### config.mk
export PLATFORM = sky130hd
export DESIGN_NAME = mips_multicycle_ctrl_flat
export DESIGN_NICKNAME = d
export VERILOG_FILES = /design/src/rtl/mips_multicycle_ctrl_if.sv /design/src/rtl/mips_multicycle_ctrl.sv /design/src/flat_wrapper.sv
export SDC_FILE = /design/constraint.sdc
export NUM_CORES = 1
export LEC_CHECK = 0
export BUFFER_PORTS_ARGS = -buffer_cell sky130_fd_sc_hd__buf_4
export CORE_MARGIN = 4
export CORE_UTILIZATION = 33
export CTS_BUF_LIST = sky130_fd_sc_hd__clkbuf_8
export CTS_CLUSTER_DIAMETER = 150
export CTS_CLUSTER_SIZE = 28
export DETAILED_ROUTE_END_ITERATION = 6
export GPL_ROUTABILITY_DRIVEN = 0
export PLACE_DENSITY = 0.7
export SLEW_MARGIN = 20
export SYNTH_ARGS = -nofsm -noshare
export SYNTH_HDL_FRONTEND = slang
export SYNTH_SLANG_ARGS = --single-unit
### constraint.sdc
create_clock -name clk -period 2.2 [get_ports clk]
set_input_delay 0.11 -clock clk [delete_from_list [all_inputs] [get_ports clk]]
set_output_delay 0.11 -clock clk [all_outputs]
set_load 0.02 [all_outputs]
### src/rtl/mips_multicycle_ctrl_if.sv
// rtl/mips_multicycle_ctrl_if.sv - control/datapath bundle for the multicycle MIPS control FSM
interface mips_multicycle_ctrl_if;
  logic [5:0] op;
  logic       zero;
  logic       mem_ready;
  logic       mem_req;
  logic       memwrite;
  logic       iord;
  logic       irwrite;
  logic       regdst;
  logic       memtoreg;
  logic       regwrite;
  logic       alusrca;
  logic [1:0] alusrcb;
  logic [1:0] aluop;
  logic [1:0] pcsrc;
  logic       pcen;
  logic [3:0] state;

  modport master (
    input  op, zero, mem_ready,
    output mem_req, memwrite, iord, irwrite, regdst, memtoreg, regwrite,
           alusrca, alusrcb, aluop, pcsrc, pcen, state
  );

  modport slave (
    output op, zero, mem_ready,
    input  mem_req, memwrite, iord, irwrite, regdst, memtoreg, regwrite,
           alusrca, alusrcb, aluop, pcsrc, pcen, state
  );
endinterface

### src/rtl/mips_multicycle_ctrl.sv
// rtl/mips_multicycle_ctrl.sv - main control FSM of the multicycle MIPS core
module mips_multicycle_ctrl #(
  parameter logic [5:0] OP_RTYPE = 6'b000000,
  parameter logic [5:0] OP_LW    = 6'b100011,
  parameter logic [5:0] OP_SW    = 6'b101011,
  parameter logic [5:0] OP_BEQ   = 6'b000100,
  parameter logic [5:0] OP_ADDI  = 6'b001000,
  parameter logic [5:0] OP_J     = 6'b000010
) (
  input  logic                   clk,
  input  logic                   reset_n,
  mips_multicycle_ctrl_if.master bus
);

  typedef enum logic [3:0] {
    S_FETCH   = 4'd0,
    S_DECODE  = 4'd1,
    S_MEMADR  = 4'd2,
    S_MEMRD   = 4'd3,
    S_MEMWB   = 4'd4,
    S_MEMWR   = 4'd5,
    S_RTYPEEX = 4'd6,
    S_RTYPEWB = 4'd7,
    S_BEQEX   = 4'd8,
    S_ADDIEX  = 4'd9,
    S_ADDIWB  = 4'd10,
    S_JEX     = 4'd11
  } state_t;

  state_t     state_q, state_d;
  logic       mem_req_c, memwrite_c, irwrite_c, regwrite_c, pcwrite_c, branch_c;
  logic       iord_c, regdst_c, memtoreg_c, alusrca_c;
  logic [1:0] alusrcb_c, aluop_c, pcsrc_c;

  always_ff @(posedge clk or negedge reset_n) begin
    if (!reset_n) state_q <= S_FETCH;
    else          state_q <= state_d;
  end

  always_comb begin
    state_d    = S_FETCH;
    mem_req_c  = 1'b0;
    memwrite_c = 1'b0;
    irwrite_c  = 1'b0;
    regwrite_c = 1'b0;
    pcwrite_c  = 1'b0;
    branch_c   = 1'b0;
    iord_c     = 1'b0;
    regdst_c   = 1'b0;
    memtoreg_c = 1'b0;
    alusrca_c  = 1'b0;
    alusrcb_c  = 2'b00;
    aluop_c    = 2'b00;
    pcsrc_c    = 2'b00;
    case (state_q)
      S_FETCH: begin
        mem_req_c = 1'b1;
        alusrcb_c = 2'b01;
        irwrite_c = bus.mem_ready;
        pcwrite_c = bus.mem_ready;
        state_d   = bus.mem_ready ? S_DECODE : S_FETCH;
      end
      S_DECODE: begin
        // Speculatively form the branch target into ALUOut.
        alusrcb_c = 2'b11;
        case (bus.op)
          OP_LW, OP_SW: state_d = S_MEMADR;
          OP_RTYPE:     state_d = S_RTYPEEX;
          OP_BEQ:       state_d = S_BEQEX;
          OP_ADDI:      state_d = S_ADDIEX;
          OP_J:         state_d = S_JEX;
          default:      state_d = S_FETCH;
        endcase
      end
      S_MEMADR: begin
        alusrca_c = 1'b1;
        alusrcb_c = 2'b10;
        if (bus.op == OP_LW)      state_d = S_MEMRD;
        else if (bus.op == OP_SW) state_d = S_MEMWR;
        else                      state_d = S_FETCH;
      end
      S_MEMRD: begin
        mem_req_c = 1'b1;
        iord_c    = 1'b1;
        state_d   = bus.mem_ready ? S_MEMWB : S_MEMRD;
      end
      S_MEMWB: begin
        memtoreg_c = 1'b1;
        regwrite_c = 1'b1;
      end
      S_MEMWR: begin
        mem_req_c  = 1'b1;
        iord_c     = 1'b1;
        memwrite_c = 1'b1;
        state_d    = bus.mem_ready ? S_FETCH : S_MEMWR;
      end
      S_RTYPEEX: begin
        alusrca_c = 1'b1;
        aluop_c   = 2'b10;
        state_d   = S_RTYPEWB;
      end
      S_RTYPEWB: begin
        regdst_c   = 1'b1;
        regwrite_c = 1'b1;
      end
      S_BEQEX: begin
        alusrca_c = 1'b1;
        aluop_c   = 2'b01;
        pcsrc_c   = 2'b01;
        branch_c  = 1'b1;
      end
      S_ADDIEX: begin
        alusrca_c = 1'b1;
        alusrcb_c = 2'b10;
        state_d   = S_ADDIWB;
      end
      S_ADDIWB: regwrite_c = 1'b1;
      S_JEX: begin
        pcsrc_c   = 2'b10;
        pcwrite_c = 1'b1;
      end
      default: state_d = S_FETCH;
    endcase
  end

  // Strobes are gated by reset_n so they drop the instant reset asserts.
  assign bus.mem_req  = reset_n & mem_req_c;
  assign bus.memwrite = reset_n & memwrite_c;
  assign bus.irwrite  = reset_n & irwrite_c;
  assign bus.regwrite = reset_n & regwrite_c;
  assign bus.pcen     = reset_n & (pcwrite_c | (branch_c & bus.zero));
  assign bus.iord     = iord_c;
  assign bus.regdst   = regdst_c;
  assign bus.memtoreg = memtoreg_c;
  assign bus.alusrca  = alusrca_c;
  assign bus.alusrcb  = alusrcb_c;
  assign bus.aluop    = aluop_c;
  assign bus.pcsrc    = pcsrc_c;
  assign bus.state    = state_q;

endmodule

### src/flat_wrapper.sv
// flat-port wrapper written by rule: the top's interface ports become plain ports
module mips_multicycle_ctrl_flat 
#(
  parameter logic [5:0] OP_RTYPE = 6'b000000,
  parameter logic [5:0] OP_LW    = 6'b100011,
  parameter logic [5:0] OP_SW    = 6'b101011,
  parameter logic [5:0] OP_BEQ   = 6'b000100,
  parameter logic [5:0] OP_ADDI  = 6'b001000,
  parameter logic [5:0] OP_J     = 6'b000010
)
  (clk, reset_n, bus_op, bus_zero, bus_mem_ready, bus_mem_req, bus_memwrite, bus_iord, bus_irwrite, bus_regdst, bus_memtoreg, bus_regwrite, bus_alusrca, bus_alusrcb, bus_aluop, bus_pcsrc, bus_pcen, bus_state);
  mips_multicycle_ctrl_if bus_i ();
  input  logic clk;
  input  logic reset_n;
  input wire logic [$bits(bus_i.op)-1:0] bus_op;
  input wire logic [$bits(bus_i.zero)-1:0] bus_zero;
  input wire logic [$bits(bus_i.mem_ready)-1:0] bus_mem_ready;
  output wire logic [$bits(bus_i.mem_req)-1:0] bus_mem_req;
  output wire logic [$bits(bus_i.memwrite)-1:0] bus_memwrite;
  output wire logic [$bits(bus_i.iord)-1:0] bus_iord;
  output wire logic [$bits(bus_i.irwrite)-1:0] bus_irwrite;
  output wire logic [$bits(bus_i.regdst)-1:0] bus_regdst;
  output wire logic [$bits(bus_i.memtoreg)-1:0] bus_memtoreg;
  output wire logic [$bits(bus_i.regwrite)-1:0] bus_regwrite;
  output wire logic [$bits(bus_i.alusrca)-1:0] bus_alusrca;
  output wire logic [$bits(bus_i.alusrcb)-1:0] bus_alusrcb;
  output wire logic [$bits(bus_i.aluop)-1:0] bus_aluop;
  output wire logic [$bits(bus_i.pcsrc)-1:0] bus_pcsrc;
  output wire logic [$bits(bus_i.pcen)-1:0] bus_pcen;
  output wire logic [$bits(bus_i.state)-1:0] bus_state;
  assign bus_i.op = bus_op;
  assign bus_i.zero = bus_zero;
  assign bus_i.mem_ready = bus_mem_ready;
  assign bus_mem_req = bus_i.mem_req;
  assign bus_memwrite = bus_i.memwrite;
  assign bus_iord = bus_i.iord;
  assign bus_irwrite = bus_i.irwrite;
  assign bus_regdst = bus_i.regdst;
  assign bus_memtoreg = bus_i.memtoreg;
  assign bus_regwrite = bus_i.regwrite;
  assign bus_alusrca = bus_i.alusrca;
  assign bus_alusrcb = bus_i.alusrcb;
  assign bus_aluop = bus_i.aluop;
  assign bus_pcsrc = bus_i.pcsrc;
  assign bus_pcen = bus_i.pcen;
  assign bus_state = bus_i.state;
  mips_multicycle_ctrl #(.OP_RTYPE(OP_RTYPE), .OP_LW(OP_LW), .OP_SW(OP_SW), .OP_BEQ(OP_BEQ), .OP_ADDI(OP_ADDI), .OP_J(OP_J)) u_core (.clk(clk), .reset_n(reset_n), .bus(bus_i));
endmodule
=== After elaboration in Yosys (flattened, before gate mapping) ===
Index checks and enable logic that the tools add are counted.

* Equal/unequal tests: 16
* Muxes and demuxes: 20
* Bitwise gates (word level): 7
* Reductions and logical operators: 8

{| class="wikitable"
|+ Operator list
! cell !! number
|-
| case mux 4 bit (7 select lines) || 1
|-
| case mux 4 bit (5 select lines) || 1
|-
| equality test 4 x 3 -> 1 bit (second input constant) || 4
|-
| equality test 4 bit (second input constant) || 4
|-
| equality test 6 bit (second input constant) || 2
|-
| 2-to-1 mux 1 bit || 10
|-
| 2-to-1 mux 3 bit || 3
|-
| equality test 4 x 2 -> 1 bit (second input constant) || 2
|-
| case mux 2 bit (2 select lines) || 2
|-
| bitwise AND 1 bit || 6
|-
| equality test 6 x 2 -> 1 bit (second input constant) || 1
|-
| equality test 6 x 3 -> 1 bit (second input constant) || 1
|-
| equality test 6 x 4 -> 1 bit (second input constant) || 1
|-
| logical NOT 6 bit || 1
|-
| case mux 2 bit (3 select lines) || 1
|-
| OR reduction 2 bit || 3
|-
| OR reduction 3 bit || 2
|-
| equality test 4 x 1 -> 1 bit (second input constant) || 1
|-
| logical NOT 4 bit || 1
|-
| 2-to-1 mux 4 bit || 1
|-
| OR reduction 4 bit || 1
|-
| case mux 1 bit (2 select lines) || 1
|-
| bitwise OR 1 bit || 1
|}

* Flip-flop bits (word level): 4
* Input bits: 10

=== Depth between registers and ports, before layout ===
* Word-level depth: 5
* Gate-level depth with buffers: 6
* Depth with buffers taken out: 4

=== Least setup slack after synthesis ===
Ideal clock, no wire load.

* Kind: register to output
* Start: register u_core.state_q[3], in the netlist u_core.bus.state[3]
* End: output port bus_regwrite
* Data arrival time: 1.842 ns
* Data required time: 2.090 ns
* Slack: 0.248 ns
* Stages on the path, launching flop included: 6
* Buffers on the path: 1
* Cells stage by stage: dfrtp_1 clkbuf_1 nand2b_1 nor3_1 a21oi_1 nor2b_1

* Cells in the longest elaborated chain, start to end: 4
* Elaborated cells on any way between the ends: 6
* Those cells by class: 3 x eq/ne; 1 x mux; 1 x bitwise; 1 x reduce/logical

{| class="wikitable"
|+ Ends and longest elaborated chain
! item !! RTL line !! RTL
|-
| start, declared || mips_multicycle_ctrl.sv:30 || <nowiki>state_t state_q, state_d;</nowiki>
|-
| start signal, assigned || mips_multicycle_ctrl.sv:37 || <nowiki>else state_q <= state_d;</nowiki>
|-
| equality test 4 bit or equality test 4 x 3 -> 1 bit (tied branches) || mips_multicycle_ctrl.sv:55 || <nowiki>case (state_q)</nowiki>
|-
| OR reduction 3 bit (no source line) * || n/a ||
|-
| 2-to-1 mux 1 bit * || mips_multicycle_ctrl.sv:55 ||
|-
| bitwise AND 1 bit * || mips_multicycle_ctrl.sv:130 || <nowiki>assign bus.regwrite = reset_n & regwrite_c;</nowiki>
|-
| end, declared || flat_wrapper.sv:24 || <nowiki>output wire logic [$bits(bus_i.regwrite)-1:0] bus_regwrite;</nowiki>
|}

Mark *: on every way between the ends. The rest lies on a longest branch, timed or not.

=== Worst setup path in the final report ===
* Start: register u_core.state_q[0], in the netlist u_core.bus.state[0]
* End: register u_core.state_q[1], in the netlist u_core.bus.state[1]

* Cells in the longest elaborated chain, start to end: 2
* Elaborated cells on any way between the ends: 8
* Those cells by class: 6 x eq/ne; 1 x mux; 1 x reduce/logical

{| class="wikitable"
|+ Ends and longest elaborated chain
! item !! RTL line
|-
| equality test 4 bit (tied with other cells) || mips_multicycle_ctrl.sv:55
|-
| case mux 4 bit (7 select lines) * || mips_multicycle_ctrl.sv:55
|-
| named net u_core.state_d[1] || mips_multicycle_ctrl.sv:30
|}

Mark *: on every way through the listed nets, which the timed path passes. The rest lies on a longest branch.

==> results.py <==
metrics = {
    "placement": {
        "pre_cts_ws_ns": 0.4771,
        "hpwlAfterDp_um": 1123,
        "placedInstanceArea_um2": 757.0,
        "portBuffers": 28,
        "dpl.cell_count": 116,
    },
    "timing": {
        "final.setup.tns_ns": 0,
        "max_freq_mhz": 567.0,
        "maxSlewViolCount": 0,
        "maxSlewHeadroom_pct": 64.58,
        "finClkSkew_ns": 0.003893,
        "finalSetupViolCount": 0,
        "finalWorstSetupSlack_ns": 0.4364,
        "period_needed_ns": 1.764,
        "rsz0062_at_grt": "false",
        "worst_pin_slew_ns": 0.5313,
        "hold_viol": 0,
        "fin_crit_sh_pct": 80.16,
    },
    "worst_setup_path": {
        "worstPathArrival_ns": 1.92,
        "end_kind": "flop",
        "slowest_delay_ns": 0.56,
        "crit_type": "reg2reg",
        "path_cells": "nand2b_4 -> or4_4 -> a211o_1 -> nand3_1",
        "required_ns": 2.36,
        "start_kind": "flop",
        "cp_slowest_cell": "dfrtp_1",
        "critPathMaxFanout": 19,
    },
    "power_and_ir_drop": {
        "switching_share_pct": 33.31,
        "switchingPower_mw": 0.1310,
        "clkPwrFrac_pct": 40.6,
        "power.internal_mw": 0.2622,
        "power_density_mw_per_mm2": 486.5,
        "vdd_drop_max_mv": 0.3351,
        "power_frac_comb_pct": 34.5,
        "p_leak_nw": 0.3642,
        "p_total_mw": 0.3932,
        "power_frac_seq_pct": 24.9,
    },
    "clock_network": {
        "clk_pin_slew_ns": 0.03,
        "htreeDepth": 1,
        "tritoncts": "built",
        "hold_buffers": 1,
        "cts_sinks": 4,
        "worstSkewPairLatency_ns": 0.22,
        "cts_resized": 0,
        "postCtsSetupBuffers": 0,
        "cts_buffers": 3,
        "clk_path_buf_depth": 2,
        "cts_root_buf": "clkbuf_8",
    },
    "detailed_routing": {
        "wl_um": 1566,
        "first_pass_iters": 4,
        "routedWlPerCell_um": 13.05,
        "postRouteAntennaNets": 0,
        "avgViaCountPerCell": 5.383,
        "vias": 646,
        "dr.first_iter.drc_count": 8,
        "route.detailed.drc": 0,
    },
    "floorplanning": {
        "dieArea_mm2": 0.002408,
        "std_cell_rows": 14,
        "dieWidth_um": 49.08,
        "die_h_um": 49.08,
        "start_util_pct": 36.12,
        "io_pins": 29,
        "core_mm2": 0.001541,
    },
    "finish": {
        "ff_latch_area_um2": 100.1,
        "layout.cells.most_common": "buf_4",
        "area_growth_pct": 45.17,
        "multi_input_area_um2": 419.2,
        "final_cells": 120,
        "final_cell_mix": "buf_4, nor2_1, nor3_1, nor2b_1, o21ai_0",
        "drive_gt1_share_pct": 36.54,
        "finalInstanceArea_um2": 808.3,
        "final_nets": 116,
        "diodes": 0,
        "largest_register_ffs": 4,
        "fillers": 159,
    },
    "global_route": {
        "grt_pass1_wl_um": 2601,
        "grt-ovfl-total": 0,
        "track_usage_pct": 13.44,
        "grt_max_degree": 20,
        "antenna_found_initial": 0,
        "grt_pass1_vias": 578,
    },
    "worst_hold_path": {
        "hp-class": "in2async",
    },
    "synth": {
        "ys_ff_latch": 4,
        "synthesis.instances": 78,
        "synthesis.area_um2": 556.8,
        "ys_types": 32,
        "synth.avg_cell_area_um2": 7.138,
        "synth_nets": 88,
        "ys_seq_area_share_pct": 17.98,
        "yosysWarnings": 0,
    },
    "outcome": {
        "status": "complete, no violations",
    },
    "job": {
        "maxCapViolCount": 0,
    },
}
final timing paths:
path / start / to / slack, ns / cells after the start
setup / recovery: u_core.bus.state[0]$_DFF_PN0_ / u_core.bus.state[1]$_DFF_PN0_ / 0.44 / 4
hold / removal: reset_n / u_core.bus.state[1]$_DFF_PN0_ / 0.24 / 2
setup reg to reg: u_core.bus.state[0]$_DFF_PN0_ / u_core.bus.state[1]$_DFF_PN0_ / 0.44 / 4
hold reg to reg: u_core.bus.state[3]$_DFF_PN0_ / u_core.bus.state[2]$_DFF_PN0_ / 0.78 / 2
max in group asynchronous: reset_n / u_core.bus.state[0]$_DFF_PN0_ / 1.83 / 2
min in group clk: bus_op[3] / u_core.bus.state[1]$_DFF_PN0_ / 0.24 / 3
worst max-delay path: cells and delay by family, from the launching register on:
kind | cells | cell delay, ns
flops | 1 | 0.56
compound gates | 1 | 0.31
simple gates | 3 | 0.83
stage by stage:
step,utilization (%),hold slack [ns]
final,52.44,0.2431
after global routing,52.44,0.2509
after CTS,52.44,0.2450
after detailed placement,49.11,-0.07093
after global placement,49.11,-0.07084
after floorplan,-,-0.1856
cell usage after synthesis:
cell type	number	share of area [%]
nand2b_1	3	3.4
clkbuf_1	2	1.3
nand2_1	5	3.4
mux2i_1	2	3.6
xnor2_1	2	3.1
nor4_1	2	2.2
nand2b_4	1	2.5
or2_2	2	2.2
nor3b_1	4	5.4
buf_1	1	0.67
a31oi_1	1	1.1
buf_6	1	2.0
a21oi_1	3	2.7
o21ai_0	6	5.4
a21o_1	1	1.3
nor2_1	8	5.4
a211o_1	1	1.6
nor3_1	8	7.2
xor2_1	1	1.6
a22oi_1	1	1.3
or4_4	1	2.0
nor2b_1	6	6.7
and3b_1	1	1.6
nand3b_1	1	1.3
nand3_1	2	1.8
or3_1	1	1.1
o31ai_1	1	1.3
mux2_4	1	2.7
o21ai_2	1	1.6
o2111ai_1	1	1.6
buf_2	3	2.7
dfrtp_1	4	18
cell families (layout without fill, tap and decap cells):
| logic type | after synthesis | after routing | synth area share (%) |
|---|---|---|---|
| AO/OA/AOI/OAI | 16 | 16 | 17.98 |
| AND/OR/NAND/NOR | 45 | 45 | 46.29 |
| XOR/XNOR | 3 | 3 | 4.720 |
| flip-flops | 4 | 4 | 17.98 |
| buffers and inverters | 7 | 33 | 6.740 |
| multiplexers | 3 | 3 | 6.291 |
routing by layer:
layer,vias up,track usage (%),wire length [um],share of wire [%]
met5,-,0,0,0
met4,0,9.417,28,1.8
met3,3,3.670,122,7.8
met2,26,20.60,756,48
met1,288,15.87,658,42
li1,329,-,-,-
power by group through the flow:
stage	clock network (mW)	registers, mW	logic, mW
2_1_floorplan	0	0.0880	0.0948
3_5_place_dp	0	0.0983	0.135
5_1_grt	0.171	0.100	0.149
6_report	0.160	0.0979	0.136
3_3_place_gp	0	0.0979	0.134
4_1_cts	0.164	0.0977	0.137
final cells by class:
class                   instances  area share (%)
clock buffers                   3           5.108
flip-flops and latches          4           12.38
well taps                      16           2.477
multi-input cells              67           51.86
repair buffers                 30           28.17
Note: power is estimated with default switching activity, not from simulation.
